<file path="src/rtl/approx_add_err_profiler_pkg.sv">
// Shared types and width helpers for the approximate-adder error profiler.
package approx_add_err_profiler_pkg;

    typedef enum logic [1:0] {
        IDLE  = 2'd0,
        SWEEP = 2'd1,
        DRAIN = 2'd2,
        DONE  = 2'd3
    } state_t;

    // Accumulator widths chosen so a full 2^(2W) sweep can never overflow.
    function automatic int sae_w(input int w);
        return 3 * w + 1;
    endfunction

    function automatic int cnt_w(input int w);
        return 2 * w + 1;
    endfunction

    function automatic int sse_w(input int w);
        return 4 * w + 2;
    endfunction

endpackage

</file>
<file path="src/rtl/approx_add_err_accum.sv">
// Error accumulators (SAE, WCE, error count, optional SSE) with synchronous clear.
// Optional SSE accumulator enabled by APPROX_ADD_ERR_PROF_MSE_EN.
module approx_add_err_accum
    import approx_add_err_profiler_pkg::*;
#(
    parameter int W = 8
) (
    input  logic                  clk,
    input  logic                  rst_n,
    input  logic                  clr,
    input  logic                  vld,
    input  logic [W:0]            err,
    output logic [sae_w(W)-1:0]   sae,
    output logic [W:0]            wce,
    output logic [cnt_w(W)-1:0]   err_cnt
`ifdef APPROX_ADD_ERR_PROF_MSE_EN
    ,
    output logic [sse_w(W)-1:0]   sse
`endif
);

    localparam int SAE_W = sae_w(W);
    localparam int CNT_W = cnt_w(W);

    // NOTE: sequential state uses non-blocking assignments so every register
    // samples pre-edge values regardless of process evaluation order.
    always_ff @(posedge clk or negedge rst_n) begin
        if (!rst_n) begin
            sae     <= '0;
            wce     <= '0;
            err_cnt <= '0;
        end else if (clr) begin
            sae     <= '0;
            wce     <= '0;
            err_cnt <= '0;
        end else if (vld) begin
            sae     <= sae + SAE_W'(err);
            err_cnt <= err_cnt + CNT_W'(err != '0);
            if (err > wce) begin
                wce <= err;
            end
        end
    end

`ifdef APPROX_ADD_ERR_PROF_MSE_EN
    localparam int SSE_W = sse_w(W);

    always_ff @(posedge clk or negedge rst_n) begin
        if (!rst_n) begin
            sse <= '0;
        end else if (clr) begin
            sse <= '0;
        end else if (vld) begin
            sse <= sse + SSE_W'(err) * SSE_W'(err);
        end
    end
`endif

endmodule

</file>
<file path="src/rtl/approx_add_err_profiler.sv">
// Exhaustive operand sweeper and error profiler for one approximate W-bit adder.
// Optional sum-of-squared-errors output enabled by APPROX_ADD_ERR_PROF_MSE_EN.
module approx_add_err_profiler
    import approx_add_err_profiler_pkg::*;
#(
    parameter int W       = 8,
    parameter int RES_LAT = 0
) (
    input  logic                  clk,
    input  logic                  rst_n,
    input  logic                  start,
    output logic                  busy,
    output logic                  done,
    output logic [W-1:0]          op_a,
    output logic [W-1:0]          op_b,
    input  logic [W:0]            dut_o,
    output logic [sae_w(W)-1:0]   sae,
    output logic [W:0]            wce,
    output logic [cnt_w(W)-1:0]   err_cnt
`ifdef APPROX_ADD_ERR_PROF_MSE_EN
    ,
    output logic [sse_w(W)-1:0]   sse
`endif
);

    localparam int IDX_W     = 2 * W;
    localparam int DRAIN_CYC = RES_LAT + 2;
    localparam int DRN_W     = $clog2(DRAIN_CYC + 1);

    state_t             state, state_nxt;
    logic [IDX_W-1:0]   idx;
    logic [DRN_W-1:0]   drain_cnt;
    logic               clr;
    logic               issue;
    logic               issue_vld;

    // NOTE: every signal written here gets a default first, so no path can
    // leave it unassigned and infer a latch.
    always_comb begin
        state_nxt = state;
        clr       = 1'b0;
        issue     = 1'b0;
        unique case (state)
            IDLE: begin
                if (start) begin
                    clr       = 1'b1;
                    state_nxt = SWEEP;
                end
            end
            SWEEP: begin
                issue = 1'b1;
                if (idx == '1) begin
                    state_nxt = DRAIN;
                end
            end
            DRAIN: begin
                if (drain_cnt == DRN_W'(DRAIN_CYC - 1)) begin
                    state_nxt = DONE;
                end
            end
            DONE:    state_nxt = IDLE;
            default: state_nxt = IDLE;
        endcase
    end

    assign busy = (state != IDLE);
    assign done = (state == DONE);

    always_ff @(posedge clk or negedge rst_n) begin
        if (!rst_n) begin
            state     <= IDLE;
            idx       <= '0;
            drain_cnt <= '0;
            op_a      <= '0;
            op_b      <= '0;
            issue_vld <= 1'b0;
        end else begin
            state     <= state_nxt;
            issue_vld <= issue;
            if (clr) begin
                idx <= '0;
            end else if (issue) begin
                idx          <= idx + IDX_W'(1);
                {op_b, op_a} <= idx;
            end
            drain_cnt <= (state == DRAIN) ? drain_cnt + DRN_W'(1) : '0;
        end
    end

    // Exact reference travels alongside the DUT latency so both meet at capture.
    logic [W:0] exact;
    logic [W:0] lat_exact;
    logic       lat_vld;

    assign exact = {1'b0, op_a} + {1'b0, op_b};

    generate
        if (RES_LAT == 0) begin : g_no_delay
            assign lat_exact = exact;
            assign lat_vld   = issue_vld;
        end else begin : g_delay
            logic [W:0]         dl_sum [RES_LAT];
            logic [RES_LAT-1:0] dl_vld;

            always_ff @(posedge clk or negedge rst_n) begin
                if (!rst_n) begin
                    dl_vld <= '0;
                end else begin
                    dl_vld[0] <= issue_vld;
                    for (int i = 1; i < RES_LAT; i++) begin
                        dl_vld[i] <= dl_vld[i-1];
                    end
                end
            end

            // NOTE: the data stages carry no reset; the valid flag alone decides
            // whether a stage is meaningful, so resetting the payload buys nothing.
            always_ff @(posedge clk) begin
                dl_sum[0] <= exact;
                for (int i = 1; i < RES_LAT; i++) begin
                    dl_sum[i] <= dl_sum[i-1];
                end
            end

            assign lat_exact = dl_sum[RES_LAT-1];
            assign lat_vld   = dl_vld[RES_LAT-1];
        end
    endgenerate

    logic       cap_vld;
    logic [W:0] cap_dut;
    logic [W:0] cap_exact;
    logic [W:0] err;

    always_ff @(posedge clk or negedge rst_n) begin
        if (!rst_n) begin
            cap_vld <= 1'b0;
        end else begin
            cap_vld <= lat_vld;
        end
    end

    always_ff @(posedge clk) begin
        cap_dut   <= dut_o;
        cap_exact <= lat_exact;
    end

    assign err = (cap_dut >= cap_exact) ? (cap_dut - cap_exact) : (cap_exact - cap_dut);

    approx_add_err_accum #(
        .W (W)
    ) u_accum (
        .clk     (clk),
        .rst_n   (rst_n),
        .clr     (clr),
        .vld     (cap_vld),
        .err     (err),
        .sae     (sae),
        .wce     (wce),
        .err_cnt (err_cnt)
`ifdef APPROX_ADD_ERR_PROF_MSE_EN
        ,
        .sse     (sse)
`endif
    );

endmodule

</file>
<file path="config.mk">
export PLATFORM = sky130hd
export DESIGN_NAME = approx_add_err_profiler
export DESIGN_NICKNAME = d
export VERILOG_FILES = /design/src/rtl/approx_add_err_profiler_pkg.sv /design/src/rtl/approx_add_err_accum.sv /design/src/rtl/approx_add_err_profiler.sv
export SDC_FILE = /design/constraint.sdc
export NUM_CORES = 1
export LEC_CHECK = 0
export ABC_AREA = 1
export ABC_CLOCK_PERIOD_IN_PS = 6460
export BUFFER_PORTS_ARGS = -buffer_cell sky130_fd_sc_hd__buf_2
export CAP_MARGIN = 20
export CORE_MARGIN = 1.5
export CORE_UTILIZATION = 34
export CTS_CLUSTER_DIAMETER = 200
export DETAILED_ROUTE_END_ITERATION = 16
export PLACE_DENSITY = 0.61
export SKIP_CTS_REPAIR_TIMING = 1
export SLEW_MARGIN = 20
export SYNTH_ARGS = -nofsm -noshare
export SYNTH_HDL_FRONTEND = slang
export SYNTH_HIERARCHICAL = 1
export SYNTH_SLANG_ARGS = --single-unit
</file>
<file path="constraint.sdc">
create_clock -name clk -period 6.46 [get_ports clk]
set_clock_uncertainty 0.05 [all_clocks]
set_input_delay 0.969 -clock clk [delete_from_list [all_inputs] [get_ports clk]]
set_output_delay 0.969 -clock clk [all_outputs]
set_load 0.02 [all_outputs]
</file>
### Word-level counts from Yosys, hierarchy flattened

Index checks and enable logic that the tools add are counted.

| operators by class | value |
|---|---|
| add/subtract/negate cells | 7 |
| multipliers | 0 |
| div/mod/pow operators | 0 |
| magnitude comparators | 2 |
| eq/ne operators | 8 |
| shifts and indexed selects | 0 |
| multiplexer cells | 18 |
| bitwise logic cells | 1 |
| reduce and logical (&&, ||, !) cells | 9 |

Operator list:

| kind | count |
|---|---|
| 2-to-1 mux 25 bit | 2 |
| 2-to-1 mux 9 bit | 4 |
| 2-to-1 mux 17 bit | 2 |
| 2-to-1 mux 16 bit | 2 |
| adder 25 x 9 -> 25 bit | 1 |
| subtractor 9 bit | 2 |
| adder 17 x 1 -> 17 bit | 1 |
| adder 16 x 1 -> 16 bit, second input constant | 1 |
| equality test 16 bit, second input constant | 1 |
| adder 8 x 8 -> 9 bit | 1 |
| >= comparator 9 bit | 1 |
| greater-than comparator 9 bit | 1 |
| nonzero test 9 bit | 1 |
| 2-to-1 mux 2 bit | 4 |
| one-hot mux 2 bit (4 select lines) | 1 |
| nonzero test 2 bit | 4 |
| inequality test 2 bit, second input constant | 3 |
| equality test 2 x 1 -> 1 bit, second input constant | 2 |
| equality test 2 bit, second input constant | 2 |
| AND reduction 2 bit | 2 |
| 2-to-1 mux 1 bit | 3 |
| AND reduction 3 bit | 1 |
| adder 2 x 1 -> 2 bit, second input constant | 1 |
| zero test 2 bit | 1 |
| NOT 1 bit | 1 |

| word-level totals | value |
|---|---|
| register bits after elaboration | 107 |
| bits in latches | 0 |
| bits in writable memories | 0 |
| bits in read-only memories | 0 |
| input port bits | 12 |
| output and inout bits | 69 |
| memories | 0 |

### Logic depth before layout (Yosys ltp)

| logic depth | value |
|---|---|
| word-level depth | 6 |
| depth in mapped cells | 24 |
| mapped depth without buffers | 23 |

### Modules after synthesis

Netlist, hierarchy kept.

Modules (own cells, without submodules):

| module | instances | cells each | area an instance (um2) | seq. area each (um2) |
|---|---|---|---|---|
| approx_add_err_profiler | 1 | 492 | 3554.7 | 1311.3 |
| approx_add_err_accum | 1 | 458 | 3352.0 | 1276.2 |

### Worst setup path after synthesis

OpenSTA, ideal clock, no wires.

| path | value |
|---|---|
| kind | register to register |
| start | register cap_dut[4] |
| end | register u_accum.err_cnt[12] |
| setup time | 138 ps |
| arrival | 2650 ps |
| required time | 6272 ps |
| path slack | 3622 ps |
| cell stages (with the launch flop) | 22 |
| path buffers | 1 |
| clock period less this slack | 2838 ps |
| cell sequence | dfxtp_1 -> inv_1 -> ha_1 -> buf_6 -> nand2_1 -> nand2_1 -> inv_2 -> nand2_1 -> nand2_2 -> nand4_2 -> nand2_1 -> nand2_1 -> nor4_1 -> nand4_1 -> ha_1 -> ha_1 -> nand2_1 -> nor3_1 -> nand3_1 -> nor2_1 -> o21ai_0 -> a21oi_1 |

| on the way | value |
|---|---|
| word-level cells in the longest chain between the ends | 6 |

RTL lines:

| item | RTL line | source |
|---|---|---|
| start: declaration | approx_add_err_profiler.sv:131 | `logic [W:0] cap_dut;` |
| start signal: assignment | approx_add_err_profiler.sv:144 | `cap_dut <= dut_o;` |
| >= comparator 9 bit | approx_add_err_profiler.sv:148 | `assign err = (cap_dut >= cap_exact) ? (cap_dut - cap_exact) : (cap_exact - cap_dut);` |
| 2-to-1 mux 9 bit | approx_add_err_profiler.sv:148 |  |
| net err[3] | approx_add_err_profiler.sv:133 | `logic [W:0] err;` |
| nonzero test 9 bit | approx_add_err_accum.sv:38 | `err_cnt <= err_cnt + CNT_W'(err != '0);` |
| adder 17 x 1 -> 17 bit | approx_add_err_accum.sv:38 |  |
| 2-to-1 mux 17 bit | approx_add_err_accum.sv:36 | `end else if (vld) begin` |
| 2-to-1 mux 17 bit | approx_add_err_accum.sv:32 | `end else if (clr) begin` |
| end signal: assignment | approx_add_err_accum.sv:38 |  |
| end: declaration | approx_add_err_accum.sv:15 | `output logic [cnt_w(W)-1:0] err_cnt` |

The timed path passes the listed nets, and every way through them passes these cells. The select of a mux whose other input is x is not followed.
A chain may end at the register's enable or synchronous reset.

### Final worst setup path

| path | value |
|---|---|
| start | register cap_dut[0] |
| end | register u_accum.err_cnt[14] |

| on the way | value |
|---|---|
| word-level cells in the longest chain between the ends | 6 |

RTL lines:

| item | RTL line |
|---|---|
| subtractor 9 bit or >= comparator 9 bit (tied branches) | approx_add_err_profiler.sv:148 |
| 2-to-1 mux 9 bit * | approx_add_err_profiler.sv:148 |
| net err[6] | approx_add_err_profiler.sv:133 |
| nonzero test 9 bit * | approx_add_err_accum.sv:38 |
| adder 17 x 1 -> 17 bit * | approx_add_err_accum.sv:38 |
| 2-to-1 mux 17 bit * | approx_add_err_accum.sv:36 |
| 2-to-1 mux 17 bit * | approx_add_err_accum.sv:32 |

The timed path passes the listed nets; every way through them passes the cells marked *. The select of a mux whose other input is x is not followed.

==> flow_summary.yaml <==
cts:
  cts-root-to-sink-buffers: 2
  clock_sink_count: 107
  cts.reportedPaths.clkPinSlew_ns: 0.07
  cts_tree: "yes"
  clock_insertion_delay_worst_skew_ns: 0.36
  tritoncts.num_buffers: 9
  cts_root_buffer: "sky130_fd_sc_hd__clkbuf_16"
  cts-htree-levels: 3
drt:
  routed_wire_length_per_instance_microns: 12.82
  post_drt_via_cell_ratio: 4.699
  drc_errors: 0
  finalWirelength_microns: 16630
  antenna_violating_nets_remaining: 0
  detail_route.first_pass.iterations: 5
  dr_total_vias: 6095
  drtIter0Drc: 334
global_route:
  gr-usage-all-layers: 0.1632
  grt_pass1_wl_microns: 28450
  grt_residual_overflow: 0
  vias_in_the_first_global_route: 5894
  grt_start_max_net_pins: 52
  antenna_found_initial: 0
layout:
  design.final.nets: 1095
  antenna_cells_inserted: 0
  postLayoutCellArea_sq_um: 7874
  area_growth_pct: 14.00
  layout-drive-gt1-share: 0.1395
timing:
  worst-slew-pin-transition_ns: 0.8427
  slew-limit-headroom: 0.4374
  rsz0062_at_grt: "no"
  tns_ns: 0
  final.period_utilization: 0.5195
  finalSetupViolCount: 0
  final_period_minus_worst_setup_slack_ns: 3.356
  clock.fmax_mhz: 298.0
  hold_viol_final: 0
  max_transition_viols_final: 0
yosys:
  synth_cell_types: 48
  synthesized_area_fraction_occupied_by_ao_oa_aoi_and_oai_cells: 0.08207
  synthesis.yosys.warnings: 6
  synth.largest_area_cell: "sky130_fd_sc_hd__dfrtp_1"
  synth_simple_gate_area_frac: 0.3270
  synth.cells.most_frequent: "sky130_fd_sc_hd__nand2_1 (296), sky130_fd_sc_hd__inv_1 (139), sky130_fd_sc_hd__dfrtp_1 (89)"
  netlist_instances: 950
  combinational_family_with_the_most_area_after_synthesis: "simple AND/OR/NAND/NOR gates"
  library_cell_with_the_highest_instance_count_after_synthesis: "sky130_fd_sc_hd__nand2_1"
  async_sr_flop_fraction: 0.8318
  synth_edf_count: 0
  syn-mean-instance-area_sq_um: 7.270
  ys.flop_type: "sky130_fd_sc_hd__dfrtp_1"
  yosys.area_share.xor_xnor: 0.01775
  synth.area.top_cells: "sky130_fd_sc_hd__dfrtp_1 (32%), sky130_fd_sc_hd__nand2_1 (16%), sky130_fd_sc_hd__ha_1 (9.4%), sky130_fd_sc_hd__inv_1 (7.6%), sky130_fd_sc_hd__dfxtp_1 (5.2%)"
  post-synth-top-area-fraction: 0.3225
  area_share_of_fa_ha_maj_cells_after_synthesis: 0.1058
  syn_area_sq_um: 6907
  seq_total_area_yosys: 0.3746
  synthesis.nets: 1018
  synth.ff_latch_count: 107
  synth.mux.area_fraction: 0
outcome:
  status: "completed"
power:
  vdd_drop_max_uv: 218.0
  leakage_power_nw: 4.367
  power-per-cell-area_nw_per_um2: 336.6
  post-layout-total-power_mw: 2.650
floorplan:
  floorplan.die.height_microns: 145.5
  fp-row-count: 51
  die_area_sq_um: 21180
  core_area_sq_um: 19720
  starting_density: 0.3503
  die_width_microns: 145.5
  num_io_pins: 81
setup_path:
  start_kind: "register"
  timing.critical_path.slowest_stage_cell: "sky130_fd_sc_hd__fa_1"
  cp_common_cell: "sky130_fd_sc_hd__nand2_1"
  ff2ff_path_depth: 21
  cp-end-kind: "register"
  critical_path_class: "reg2reg"
  critical_path_arrival_ns: 3.54
  crit_path_cell_trace: "inv_1 -> ha_1 -> fa_1 -> inv_1 -> nand2_1 -> nand2_1 -> nand2_1 -> nand3_1 -> nand2_1 -> nand2_1 -> nand2_1 -> nor3_1 -> nand4_1 -> ha_1 -> ha_1 -> nand2_1 -> nor3_1 -> nand3_1 -> nor2_1 -> o21ai_0 -> a21oi_1"
  critical_path.top_delay_family: "simple AND/OR/NAND/NOR gates"
  critical_path.max_fanout: 4
  critPathBufInv: 2
  critical_path_depth: 21
  max_stage_delay_ns: 0.41
  crit_required_ns: 6.64
flow_run:
  max_cap_viol_count: 0
place:
  placed_cell_area_sq_um: 7565
  dpl.hpwl_microns: 12660
  weighted_congestion_reported_at_the_end_of_routability_driven_placement: 0.8238
  port_buffers: 80
worst_hold_path:
  min_path_type: "reg2reg"
  hold-path-cell-count: 0
[flip-flops by register name (all words and copies together), names as in the netlist, 8 cells and up]
name and flops:
u_accum/sae 25, u_accum/err_cnt 17, idx 16, cap_dut 9, cap_exact 9, u_accum/wce 9, op_a 8, op_b 8
[through the flow]
stage / hold WS, ns / util / instances / setup slack [ns]
CTS: 0.3054 / 0.3993 / 1297 / 3.123
global route: 0.3280 / 0.3993 / 1297 / 2.781
detailed placement: 0.2862 / 0.3837 / 1281 / 3.173
floorplan: 0.2812 / - / 950 / 3.622
global placement: 0.2838 / 0.3837 / 1281 / 3.207
finish: 0.3014 / 0.3993 / 1297 / 3.104
[cell usage in the layout (no fill, tap or decap), types with 2 or more instances in the layout]
| cell | instances |
|---|---|
| sky130_fd_sc_hd__nand2_1 | 296 |
| sky130_fd_sc_hd__inv_1 | 139 |
| sky130_fd_sc_hd__dfrtp_1 | 89 |
| sky130_fd_sc_hd__buf_2 | 79 |
| sky130_fd_sc_hd__nand3_1 | 69 |
| sky130_fd_sc_hd__nor2_1 | 69 |
| sky130_fd_sc_hd__a21oi_1 | 52 |
| sky130_fd_sc_hd__ha_1 | 52 |
| sky130_fd_sc_hd__o21ai_0 | 29 |
| sky130_fd_sc_hd__nand4_1 | 23 |
| sky130_fd_sc_hd__dfxtp_1 | 18 |
| sky130_fd_sc_hd__nor3_1 | 12 |
| sky130_fd_sc_hd__xor2_1 | 11 |
| sky130_fd_sc_hd__clkbuf_16 | 9 |
| sky130_fd_sc_hd__nand2_2 | 8 |
| sky130_fd_sc_hd__nand3_2 | 7 |
| sky130_fd_sc_hd__inv_2 | 7 |
| sky130_fd_sc_hd__nor2_2 | 6 |
| sky130_fd_sc_hd__nor2_4 | 6 |
| sky130_fd_sc_hd__fa_1 | 4 |
| sky130_fd_sc_hd__o21bai_1 | 3 |
| sky130_fd_sc_hd__xnor2_1 | 3 |
| sky130_fd_sc_hd__o21ai_1 | 3 |
| sky130_fd_sc_hd__or2_2 | 3 |
| sky130_fd_sc_hd__o22ai_1 | 2 |
| sky130_fd_sc_hd__a211oi_1 | 2 |
| sky130_fd_sc_hd__inv_8 | 2 |
| sky130_fd_sc_hd__inv_6 | 2 |
| sky130_fd_sc_hd__clkinv_4 | 2 |
| sky130_fd_sc_hd__buf_4 | 2 |
| sky130_fd_sc_hd__o21ai_2 | 2 |
| sky130_fd_sc_hd__nand3b_1 | 2 |
| sky130_fd_sc_hd__a22o_1 | 2 |
| sky130_fd_sc_hd__nor3_2 | 2 |
[kinds of logic after synthesis]
family | count (synthesis)
adders and majority gates | 56
and+or+nand+nor | 509
AOI/OAI and AO/OA | 102
buffers and inverters | 162
DFF | 107
xor gates and xnor gates | 14
[where the power goes]
group	switching, mW	internal (mW)	leakage [nW]
clock	0.276	0.309	0.154
sequential	0.109	0.781	1.36
combinational	0.795	0.380	2.85
[cell type report]
cell class              instances  area (sq um)
flip-flops and latches        107          2587
multi-input cells             681          3679
fillers                      2055         11840
inverters                     147         556.8
repair buffers                 81         410.4
clock inverters                 7         83.83
well taps                     265         331.6
clock buffers                   9         225.2
[worst register-to-register path: cells and delay by family, from the launching register on]
kind,cells,cell delay [ns]
AO/OA/AOI/OAI,2,0.27
AND/OR/NAND/NOR,13,1.38
adder cells (fa/ha/maj),4,1.08
buffers and inverters,2,0.13
flip-flops,1,0.34
[metal layers]
| metal | track usage | share of wire |
|---|---|---|
| met5 | 0 | 0 |
| met4 | 0.05714 | 0.015 |
| met2 | 0.2695 | 0.47 |
| met1 | 0.2142 | 0.49 |
| met3 | 0.02978 | 0.033 |
[final timing paths]
path	start	endpoint	slack [ns]
setup reg to reg	cap_dut[0]	u_accum/err_cnt[14]	3.10
min in group asynchronous	rst_n	u_accum/sae[18]	0.54
hold reg to reg	issue_vld	cap_vld	0.30
hold / removal	issue_vld	cap_vld	0.30
setup / recovery	cap_dut[0]	u_accum/err_cnt[14]	3.10
max in group asynchronous	rst_n	state[1]	4.78
Note: power is estimated with default switching activity, not from simulation.
